--- src/rtl/dual_diagonal_multiply_if.sv ---
// Stream bundle for dual_diagonal_multiply: parity-domain input stream and differenced output stream.
// Carries i_in_last only when DUAL_DIAGONAL_MULTIPLY_LAST_IN_EN is defined.
interface dual_diagonal_multiply_if #(
  parameter int unsigned WIDTH = 8
);
  logic [WIDTH-1:0] i_in_data;
  logic             i_in_valid;
  logic             o_in_ready;
`ifdef DUAL_DIAGONAL_MULTIPLY_LAST_IN_EN
  logic             i_in_last;
`endif
  logic [WIDTH-1:0] o_out_data;
  logic             o_out_valid;
  logic             o_out_last;
  logic             i_out_ready;

  modport master (
    output i_in_data,
    output i_in_valid,
    input  o_in_ready,
`ifdef DUAL_DIAGONAL_MULTIPLY_LAST_IN_EN
    output i_in_last,
`endif
    input  o_out_data,
    input  o_out_valid,
    input  o_out_last,
    output i_out_ready
  );

  modport slave (
    input  i_in_data,
    input  i_in_valid,
    output o_in_ready,
`ifdef DUAL_DIAGONAL_MULTIPLY_LAST_IN_EN
    input  i_in_last,
`endif
    output o_out_data,
    output o_out_valid,
    output o_out_last,
    input  i_out_ready
  );
endinterface

--- src/rtl/dual_diagonal_multiply.sv ---
// Differencing stage: out[k] = in[k] ^ in[k-1] within each vector, latency 1, full throughput.
// Optional macro DUAL_DIAGONAL_MULTIPLY_LAST_IN_EN adds an i_in_last early-terminate input.
module dual_diagonal_multiply #(
  parameter int unsigned WIDTH     = 8,
  parameter int unsigned NUM_WORDS = 1024
) (
  input logic                    i_clock,
  input logic                    i_reset_n,
  dual_diagonal_multiply_if.slave bus
);

  localparam int unsigned CntW = (NUM_WORDS > 1) ? $clog2(NUM_WORDS) : 1;
  localparam logic [CntW-1:0] LastCnt = CntW'(NUM_WORDS - 1);

  // Assertion is asynchronous; release is retimed to i_clock.
  logic [1:0] rst_sync_q;
  logic       rst_int_n;

  always_ff @(posedge i_clock or negedge i_reset_n) begin
    if (!i_reset_n) begin
      rst_sync_q <= 2'b00;
    end else begin
      rst_sync_q <= {rst_sync_q[0], 1'b1};
    end
  end

  assign rst_int_n = rst_sync_q[1];

  logic [WIDTH-1:0] out_data_q, out_data_d;
  logic             out_valid_q, out_valid_d;
  logic             out_last_q, out_last_d;
  logic [WIDTH-1:0] prev_q, prev_d;
  logic [CntW-1:0]  cnt_q, cnt_d;
  logic             in_fire;
  logic             word_last;

  assign bus.o_in_ready  = ~out_valid_q | bus.i_out_ready;
  assign bus.o_out_data  = out_data_q;
  assign bus.o_out_valid = out_valid_q;
  assign bus.o_out_last  = out_last_q;

  assign in_fire = bus.i_in_valid & bus.o_in_ready;

`ifdef DUAL_DIAGONAL_MULTIPLY_LAST_IN_EN
  assign word_last = (cnt_q == LastCnt) | bus.i_in_last;
`else
  assign word_last = (cnt_q == LastCnt);
`endif

  always_comb begin
    out_data_d  = out_data_q;
    out_valid_d = out_valid_q;
    out_last_d  = out_last_q;
    prev_d      = prev_q;
    cnt_d       = cnt_q;
    if (in_fire) begin
      out_data_d  = bus.i_in_data ^ prev_q;
      out_valid_d = 1'b1;
      out_last_d  = word_last;
      // The next vector starts with no predecessor, so its first word passes through.
      prev_d      = word_last ? '0 : bus.i_in_data;
      cnt_d       = word_last ? '0 : cnt_q + 1'b1;
    end else if (bus.i_out_ready) begin
      out_valid_d = 1'b0;
    end
  end

  always_ff @(posedge i_clock or negedge rst_int_n) begin
    if (!rst_int_n) begin
      out_data_q  <= '0;
      out_valid_q <= 1'b0;
      out_last_q  <= 1'b0;
      prev_q      <= '0;
      cnt_q       <= '0;
    end else begin
      out_data_q  <= out_data_d;
      out_valid_q <= out_valid_d;
      out_last_q  <= out_last_d;
      prev_q      <= prev_d;
      cnt_q       <= cnt_d;
    end
  end

endmodule

--- src/flat_wrapper.sv ---
// flat-port wrapper written by rule: the top's interface ports become plain ports
module dual_diagonal_multiply_flat 
#(
  parameter int unsigned WIDTH     = 8,
  parameter int unsigned NUM_WORDS = 1024
)
  (i_clock, i_reset_n, bus_i_in_data, bus_i_in_valid, bus_o_in_ready, bus_o_out_data, bus_o_out_valid, bus_o_out_last, bus_i_out_ready);
  dual_diagonal_multiply_if #(.WIDTH(WIDTH)) bus_i ();
  input logic i_clock;
  input logic i_reset_n;
  input wire logic [$bits(bus_i.i_in_data)-1:0] bus_i_in_data;
  input wire logic [$bits(bus_i.i_in_valid)-1:0] bus_i_in_valid;
  output wire logic [$bits(bus_i.o_in_ready)-1:0] bus_o_in_ready;
  output wire logic [$bits(bus_i.o_out_data)-1:0] bus_o_out_data;
  output wire logic [$bits(bus_i.o_out_valid)-1:0] bus_o_out_valid;
  output wire logic [$bits(bus_i.o_out_last)-1:0] bus_o_out_last;
  input wire logic [$bits(bus_i.i_out_ready)-1:0] bus_i_out_ready;
  assign bus_i.i_in_data = bus_i_in_data;
  assign bus_i.i_in_valid = bus_i_in_valid;
  assign bus_o_in_ready = bus_i.o_in_ready;
  assign bus_o_out_data = bus_i.o_out_data;
  assign bus_o_out_valid = bus_i.o_out_valid;
  assign bus_o_out_last = bus_i.o_out_last;
  assign bus_i.i_out_ready = bus_i_out_ready;
  dual_diagonal_multiply #(.WIDTH(WIDTH), .NUM_WORDS(NUM_WORDS)) u_core (.i_clock(i_clock), .i_reset_n(i_reset_n), .bus(bus_i));
endmodule
--- config.mk ---
export PLATFORM = sky130hd
export DESIGN_NAME = dual_diagonal_multiply_flat
export DESIGN_NICKNAME = d
export VERILOG_FILES = /design/src/rtl/dual_diagonal_multiply_if.sv /design/src/rtl/dual_diagonal_multiply.sv /design/src/flat_wrapper.sv
export SDC_FILE = /design/constraint.sdc
export NUM_CORES = 1
export LEC_CHECK = 0
export CAP_MARGIN = 20
export CORE_MARGIN = 2
export CORE_UTILIZATION = 45
export DETAILED_ROUTE_END_ITERATION = 10
export GPL_ROUTABILITY_DRIVEN = 0
export HOLD_SLACK_MARGIN = 0.12
export PLACE_DENSITY = 0.72
export RECOVER_POWER = 25
export SLEW_MARGIN = 20
export SYNTH_ARGS = -nofsm -noshare
export SYNTH_HDL_FRONTEND = slang
export SYNTH_SLANG_ARGS = --single-unit
export TNS_END_PERCENT = 100
--- constraint.sdc ---
create_clock -name i_clock -period 1.5 [get_ports i_clock]
set_clock_uncertainty 0.1 [all_clocks]
set_input_delay 0.15 -clock i_clock [delete_from_list [all_inputs] [get_ports i_clock]]
set_output_delay 0.15 -clock i_clock [all_outputs]
set_load 0.02 [all_outputs]
==> results_dict.tcl, run 1 <==
set metrics [dict create \
    status "complete, no violations" \
    use_met3 0.0536 \
    syn_area_per_cell_um2 10.0 \
    cts_max_level 2 \
    maxSlewViolCount 0 \
    clock-root-buffer "clkbuf_4" \
    cp-end-kind "output port" \
    p_total_uw 2060 \
    dr.pass1.iters 4 \
    grt_start_max_net_pins 21 \
    clockBufferDepth 2 \
    p_leak_uw 0.000833 \
    grt-ovfl-total 0 \
    fmax_mhz 706 \
    path_class "reg -> out" \
    synth-seq-cells 30 \
    insertedDiodeCount 0 \
    yosysSeqAreaShare 0.573 \
    gr-usage-met2 0.302 \
    grt.met1_usage 0.214 \
    grt_pass1_vias 1044 \
    final_core_util 0.632 \
    relSlewSlack 0.397 \
    postRouteAntennaNets 0 \
    hold_class "reg -> reg" \
    worstSetupStartpointType "flip-flop" \
    grt_usage 0.180 \
    synth_top_cell_by_area "dfrtp_1" \
    path_delay_family "flip-flops" \
    syn_area_mm2 0.00131 \
    yosysWarnings 0 \
    drc 0 \
    async_flop_share 1.00 \
    worst-endpoint-arrival_ns 1.17 \
    power-per-cell-area_mw_per_mm2 1180 \
    insertion_delay_ns 0.32 \
    fin_crit_sh 0.944 \
    top_usage_layer "met2" \
    synth_edf_count 0 \
    area_delta_synth_final_pct 33.0 \
    start_util 0.475 \
    final_hold_viol_count 0 \
    synth.area.top_cells "dfrtp_1, nand2_1, xnor2_1, nand3_1, o21ai_0" \
    syn_nets 144 \
    cp_slowest_cell "dfrtp_1" \
    grt_pass1_wl_um 4520 \
    maxCapViolCount 0 \
    cp_num_buf_inv 1 \
    path_cells "nand2b_2, dlygate4sd2_1" \
    placeableCoreArea_mm2 0.00276 \
    yosys.area.top_type_share 0.573 \
    final_nets 185 \
    synth_cells 131 \
    drive_above_1_share 0.162 \
    numCtsBuffers 5 \
    max_slew.worst_pin.slew_ns 0.905 \
    die_h_um 58.0 \
    initialDrtViolationCount 37 \
    hpwlAfterDp_um 1820 \
    setup_viol 0 \
    num_vias 1031 \
    routed_via_density 5.05 \
    cp_slowest_stage_delay_ns 0.40 \
    fin_crit_ns 1.42 \
    worstPathRequired_ns 1.25 \
    io_pins 23 \
    grt_antenna_before_repair 0 \
    fp.dieW_um 58.0 \
    cts_tree "done" \
    wire_per_inst_um 12.3 \
    ir_drop_mv 0.816 \
    worstPathMaxFanout 5 \
    rsz0062_at_grt "false" \
    std_cell_rows 19 \
    routed_wl_um 2510 \
    synth_ff_type "dfrtp_1" \
    die-area_mm2 0.00336 \
    numClockSinks 30 \
    clk_pin_slew_ns 0.09 \
    port_buffers 22 \
    synth_cell_types 24 \
]
Yosys cell counts (2+ instances only):
library cell,instances
nand2_1,35
xnor2_1,12
dfrtp_1,30
nand2b_1,2
nand3_1,14
and2_1,2
nand4_1,4
o21ai_0,14
buf_4,3
kinds of logic (layout without fill, tap and decap cells):
| group | count (synthesis) | count (layout) | synth area share |
|---|---|---|---|
| fa+ha+maj | 1 | 1 | 0.00954 |
| compound gates | 17 | 17 | 0.0687 |
| simple gates | 63 | 63 | 0.231 |
| xor+xnor | 12 | 12 | 0.0802 |
| other cells | 1 | 1 | 0.00286 |
| buf+inv | 7 | 49 | 0.0353 |
| flops | 30 | 30 | 0.573 |
state kept, by name, summed over array words and instances (netlist names):
name,count
u_core.bus.o_out_last,1
u_core.cnt_q,10
u_core.rst_sync_q,2
u_core.bus.o_out_data,8
u_core.bus.o_out_valid,1
u_core.prev_q,8
cell type report:
type                       instances  area [um2]
clock buffer                       7        55.1
clock inverter                     1        5.00
fill                             236        1010
inverter                           1        3.75
multi-input combinational         94         532
sequential                        30         751
tap                               31        38.8
timing repair buffer              40         359
cell usage in the layout (no fill, tap or decap), drive strengths merged:
cell	instances
o21ai	14
and4	2
dfrtp	30
a41oi	1
nand2b	2
dlygate4sd2	11
conb	1
dlygate4sd3	2
or3	1
a21oi	1
and3	1
clkdlybuf4s50	11
nand3	14
nand4	5
and2	2
o22ai	1
buf	15
clkbuf	7
nand2	35
nor2	1
ha	1
inv	1
clkinv	1
dlymetal6s4s	1
xnor2	12
path summary, 6_finish.rpt:
check / from / to / slack [ns] / depth (start not counted)
max in group asynchronous: u_core.rst_sync_q[1] / u_core.cnt_q[0] / 0.28 / 1
min in group asynchronous: i_reset_n / u_core.rst_sync_q[0] / 0.42 / 2
worst min register to register: u_core.rst_sync_q[0] / u_core.rst_sync_q[1] / 0.27 / 0
worst max-delay path: u_core.bus.o_out_valid / bus_o_in_ready / 0.08 / 2
worst min-delay path: u_core.rst_sync_q[0] / u_core.rst_sync_q[1] / 0.27 / 0
worst max register to register: u_core.cnt_q[0] / u_core.prev_q[7] / 0.10 / 6
metal layers:
metal / up-vias / wire (um)
li1: 526 / -
met1: 478 / 1110
met2: 22 / 1270
met3: 5 / 91
met4: 0 / 40
met5: - / 0
power by group:
group	switching, uW	leakage (uW)	internal [uW]
registers	96.3	0.000369	946
logic	261	0.000429	260
clock network	271	0.0000353	227
total	629	0.000833	1430
stage by stage:
stage	setup TNS, ns	area [um2]	setup slack, ns	cells	hold slack (ns)
final	0	1740	0.0836	204	0.272
after global routing	0	1740	0.00565	204	0.295
after CTS	0	1730	0.0292	203	0.136
after global placement	-0.509	1660	-0.0995	193	0.0719
after floorplan	0	1310	0.0469	131	-0.246
after detailed placement	-0.836	1660	-0.109	193	0.0710
timing repair:
item | 4_1_cts | 5_1_grt
endpoints found under the setup margin | 13 | 11
buffers inserted | 0 | 1
hold buffers | 2 | 0
pin swaps | 0 | 1
hold endpoints to repair | 10 | 0
resized for setup | 12 | 4
Note: power is estimated with default switching activity, not from simulation.
==> inputs of run 2 (changes only) <==
--- a/config.mk
+++ b/config.mk
@@ -5,13 +5,14 @@
 export SDC_FILE = /design/constraint.sdc
 export NUM_CORES = 1
 export LEC_CHECK = 0
+export ABC_AREA = 1
 export CAP_MARGIN = 20
-export CORE_MARGIN = 2
+export CORE_MARGIN = 1
 export CORE_UTILIZATION = 45
 export DETAILED_ROUTE_END_ITERATION = 10
 export GPL_ROUTABILITY_DRIVEN = 0
 export HOLD_SLACK_MARGIN = 0.12
-export PLACE_DENSITY = 0.72
+export PLACE_DENSITY = 0.71
 export RECOVER_POWER = 25
 export SLEW_MARGIN = 20
 export SYNTH_ARGS = -nofsm -noshare
==> run 2 against run 1 <==
The flow now finishes with violations (design-rule violations). Global-route usage rose by 0.59 points. Count of clock-buffer cells in the layout is the same. Critical path depth unchanged. Sequential power rose by 7%. Clock power is 1% higher. Synthesized area rose by 5.6%. Via count rose by 5.7%. First-iteration DRC count shrank 32%. Total power up 9.5%. Register-to-register slack lost 0.02 ns. Final area hardly changed. Fmax is 1.1% lower. Critical path type unchanged. Largest cell class unchanged. Largest power group unchanged.
==> results_dict.tcl, run 2 <==
set metrics [dict create \
    switching_share 0.346 \
    clock-root-buffer "clkbuf_4" \
    hpwlAfterDp_um 1880 \
    yosys-top-cells-count "nand2_1, dfrtp_1, nor2_1, o21ai_0, xnor2_1" \
    num_vias 1090 \
    hold_class "reg -> async" \
    top_usage_layer "met2" \
    place_ws_ns -0.0771 \
    routed_wl_um 2690 \
    cp-end-kind "output port" \
    worstSetupStartpointType "flip-flop" \
    worstReg2RegStart "u_core.cnt_q[1]" \
    clock_power_share 0.223 \
    drive_above_1_share 0.154 \
    grt_usage 0.186 \
    p_leak_uw 0.000854 \
    setup_viol 0 \
    cts_max_level 2 \
    syn_area_mm2 0.00139 \
    grt.met1_usage 0.221 \
    gr-usage-met2 0.306 \
    fin_crit_ns 1.43 \
    grt_pass1_vias 1061 \
    async_flop_share 1.00 \
    use_met3 0.0680 \
    syn_area_per_cell_um2 9.11 \
    area_delta_synth_final_pct 25.8 \
    synth.area.top_cells "dfrtp_1, nand2_1, xnor2_1, o21ai_0, nor2_1" \
    fin_hold_ws_ns 0.268 \
    yosysSeqAreaShare 0.542 \
    fin_area_mm2 0.00174 \
    dpl-instance-area_mm2 0.00167 \
    intPower_uw 1480 \
    largest_reg_flops 10 \
    fin_crit_sh 0.954 \
    yosys.area.top_type_share 0.542 \
    violations "design-rule violations" \
    routed_via_density 4.98 \
    yosysWarnings 0 \
    p_total_uw 2260 \
    final_nets 200 \
    worst-endpoint-arrival_ns 1.18 \
    clockBufferDepth 2 \
    synth-seq-cells 30 \
    die_h_um 57.5 \
    die-area_mm2 0.00330 \
    maxSlewViolCount 0 \
    combPwrFrac 0.284 \
    insertedDiodeCount 0 \
    numCtsBuffers 5 \
    numClockSinks 30 \
    power_frac_seq 0.492 \
    synth_cells 152 \
    ir_drop_mv 0.693 \
    wire_per_inst_um 12.3 \
    grt_antenna_before_repair 0 \
    max_slew.worst_pin.slew_ns 0.701 \
    r2r_cells 8 \
    drc 1 \
    synth_top_cell_by_area "dfrtp_1" \
    mostFrequentLayoutCell "nand2_1" \
    final_cell_mix "nand2_1, dfrtp_1, clkdlybuf4s50_1, dlygate4sd2_1" \
    fmax_mhz 699 \
    relSlewSlack 0.533 \
    grt_start_max_net_pins 29 \
    cts_tree "done" \
    initialDrtViolationCount 25 \
    clk_pin_slew_ns 0.10 \
    placeableCoreArea_mm2 0.00283 \
    final_core_util 0.616 \
    dr.pass1.iters 7 \
    synth.most_common_cell "nand2_1" \
    reg2reg_slack_ns 0.08 \
    setup_ws_ns 0.0684 \
    r2r_end "u_core.prev_q[7]" \
    std_cell_rows 19 \
    power-per-cell-area_mw_per_mm2 1300 \
    worstPathRequired_ns 1.25 \
    final_hold_viol_count 0 \
    grt_pass1_wl_um 4570 \
    synth_cell_types 23 \
    status "complete, but fails checks" \
    syn_nets 165 \
    largest-register "u_core.cnt_q" \
    path_class "reg -> out" \
    insertion_delay_ns 0.33 \
    fp.dieW_um 57.5 \
    start_util 0.490 \
    grt-ovfl-total 0 \
    maxCapViolCount 0 \
    port_buffers 22 \
    io_pins 23 \
    synth_ff_type "dfrtp_1" \
    synth_edf_count 0 \
    postRouteAntennaNets 0 \
    worstPathMaxFanout 3 \
    net-switching-power_uw 782 \
]
[run 2: logic make-up (layout without fill, tap and decap cells)]
logic type               count (synthesis)  after routing  share of synthesized area
flip-flops                              30             30                      0.542
buffers and inverters                   15             51                     0.0524
other                                    1              1                    0.00271
adder cells (fa/ha/maj)                  1              1                    0.00903
AO/OA/AOI/OAI                           16             16                     0.0687
XOR/XNOR                                10             10                     0.0632
AND/OR/NAND/NOR                         79             79                      0.262
[run 2: through the flow]
stage	TNS [ns]	instances
floorplan	0	152
global placement	-0.0675	209
detailed placement	-0.221	209
CTS	0	218
global route	-0.00337	219
finish	0	219
[run 2: area by class of cell]
| cell class | instances | area [um2] |
|---|---|---|
| repair buffers | 31 | 274 |
| well taps | 31 | 38.8 |
| fillers | 262 | 1090 |
| flip-flops and latches | 30 | 751 |
| inverters | 12 | 45.0 |
| multi-input cells | 107 | 574 |
| clock inverters | 1 | 5.00 |
| clock buffers | 7 | 55.1 |
[run 2: power by group through the flow]
| stage | Clock [uW] | Combinational (uW) | Sequential, uW |
|---|---|---|---|
| 2_1_floorplan | 0 | 347 | 1170 |
| 3_3_place_gp | 0 | 620 | 1110 |
| 3_5_place_dp | 0 | 642 | 1120 |
| 4_1_cts | 521 | 612 | 1100 |
| 5_1_grt | 549 | 715 | 1130 |
| 6_report | 504 | 643 | 1110 |
[run 2: worst max-delay path by stage]
stage | endpoint | slack [ns] | from | depth (start not counted)
CTS | bus_o_in_ready | 0.05 | u_core.bus.o_out_valid | 2
global placement | bus_o_in_ready | -0.07 | bus_i_out_ready | 4
finish | bus_o_in_ready | 0.07 | u_core.bus.o_out_valid | 2
global route | u_core.prev_q[7] | -0.003 | u_core.cnt_q[1] | 8
detailed placement | bus_o_in_ready | -0.08 | bus_i_out_ready | 4
floorplan | u_core.cnt_q[6] | 0.1 | u_core.bus.o_out_valid | 5
[run 2: per-layer routing]
metal | share of wire | wire, um
met1 | 0.43 | 1160
met2 | 0.49 | 1320
met3 | 0.054 | 145
met4 | 0.022 | 60
met5 | 0 | 0
[run 2: critical path: stages, from the launching register on]
cell and delay (ns):
dfrtp_1 0.43, nand2_2 0.09, dlygate4sd2_1 0.33
[run 2: what timing repair did]
| item | in CTS | in global routing |
|---|---|---|
| endpoints found under the hold margin | 2 | 0 |
| endpoints found under the setup margin | 11 | 11 |
| buffers inserted | 0 | 1 |
| hold buffers | 1 | 0 |
| pin swaps | 0 | 0 |
| resized for setup | 11 | 2 |
==> inputs of run 3 (changes only) <==
--- a/config.mk
+++ b/config.mk
@@ -7,10 +7,10 @@
 export LEC_CHECK = 0
 export ABC_AREA = 1
 export CAP_MARGIN = 20
-export CORE_MARGIN = 1
 export CORE_UTILIZATION = 45
 export DETAILED_ROUTE_END_ITERATION = 10
 export GPL_ROUTABILITY_DRIVEN = 0
+export GPL_TIMING_DRIVEN = 1
 export HOLD_SLACK_MARGIN = 0.12
 export PLACE_DENSITY = 0.71
 export RECOVER_POWER = 25
==> results of run 3 <==
Same layout as run 2: the final DEF is identical, and so are final timing and power.
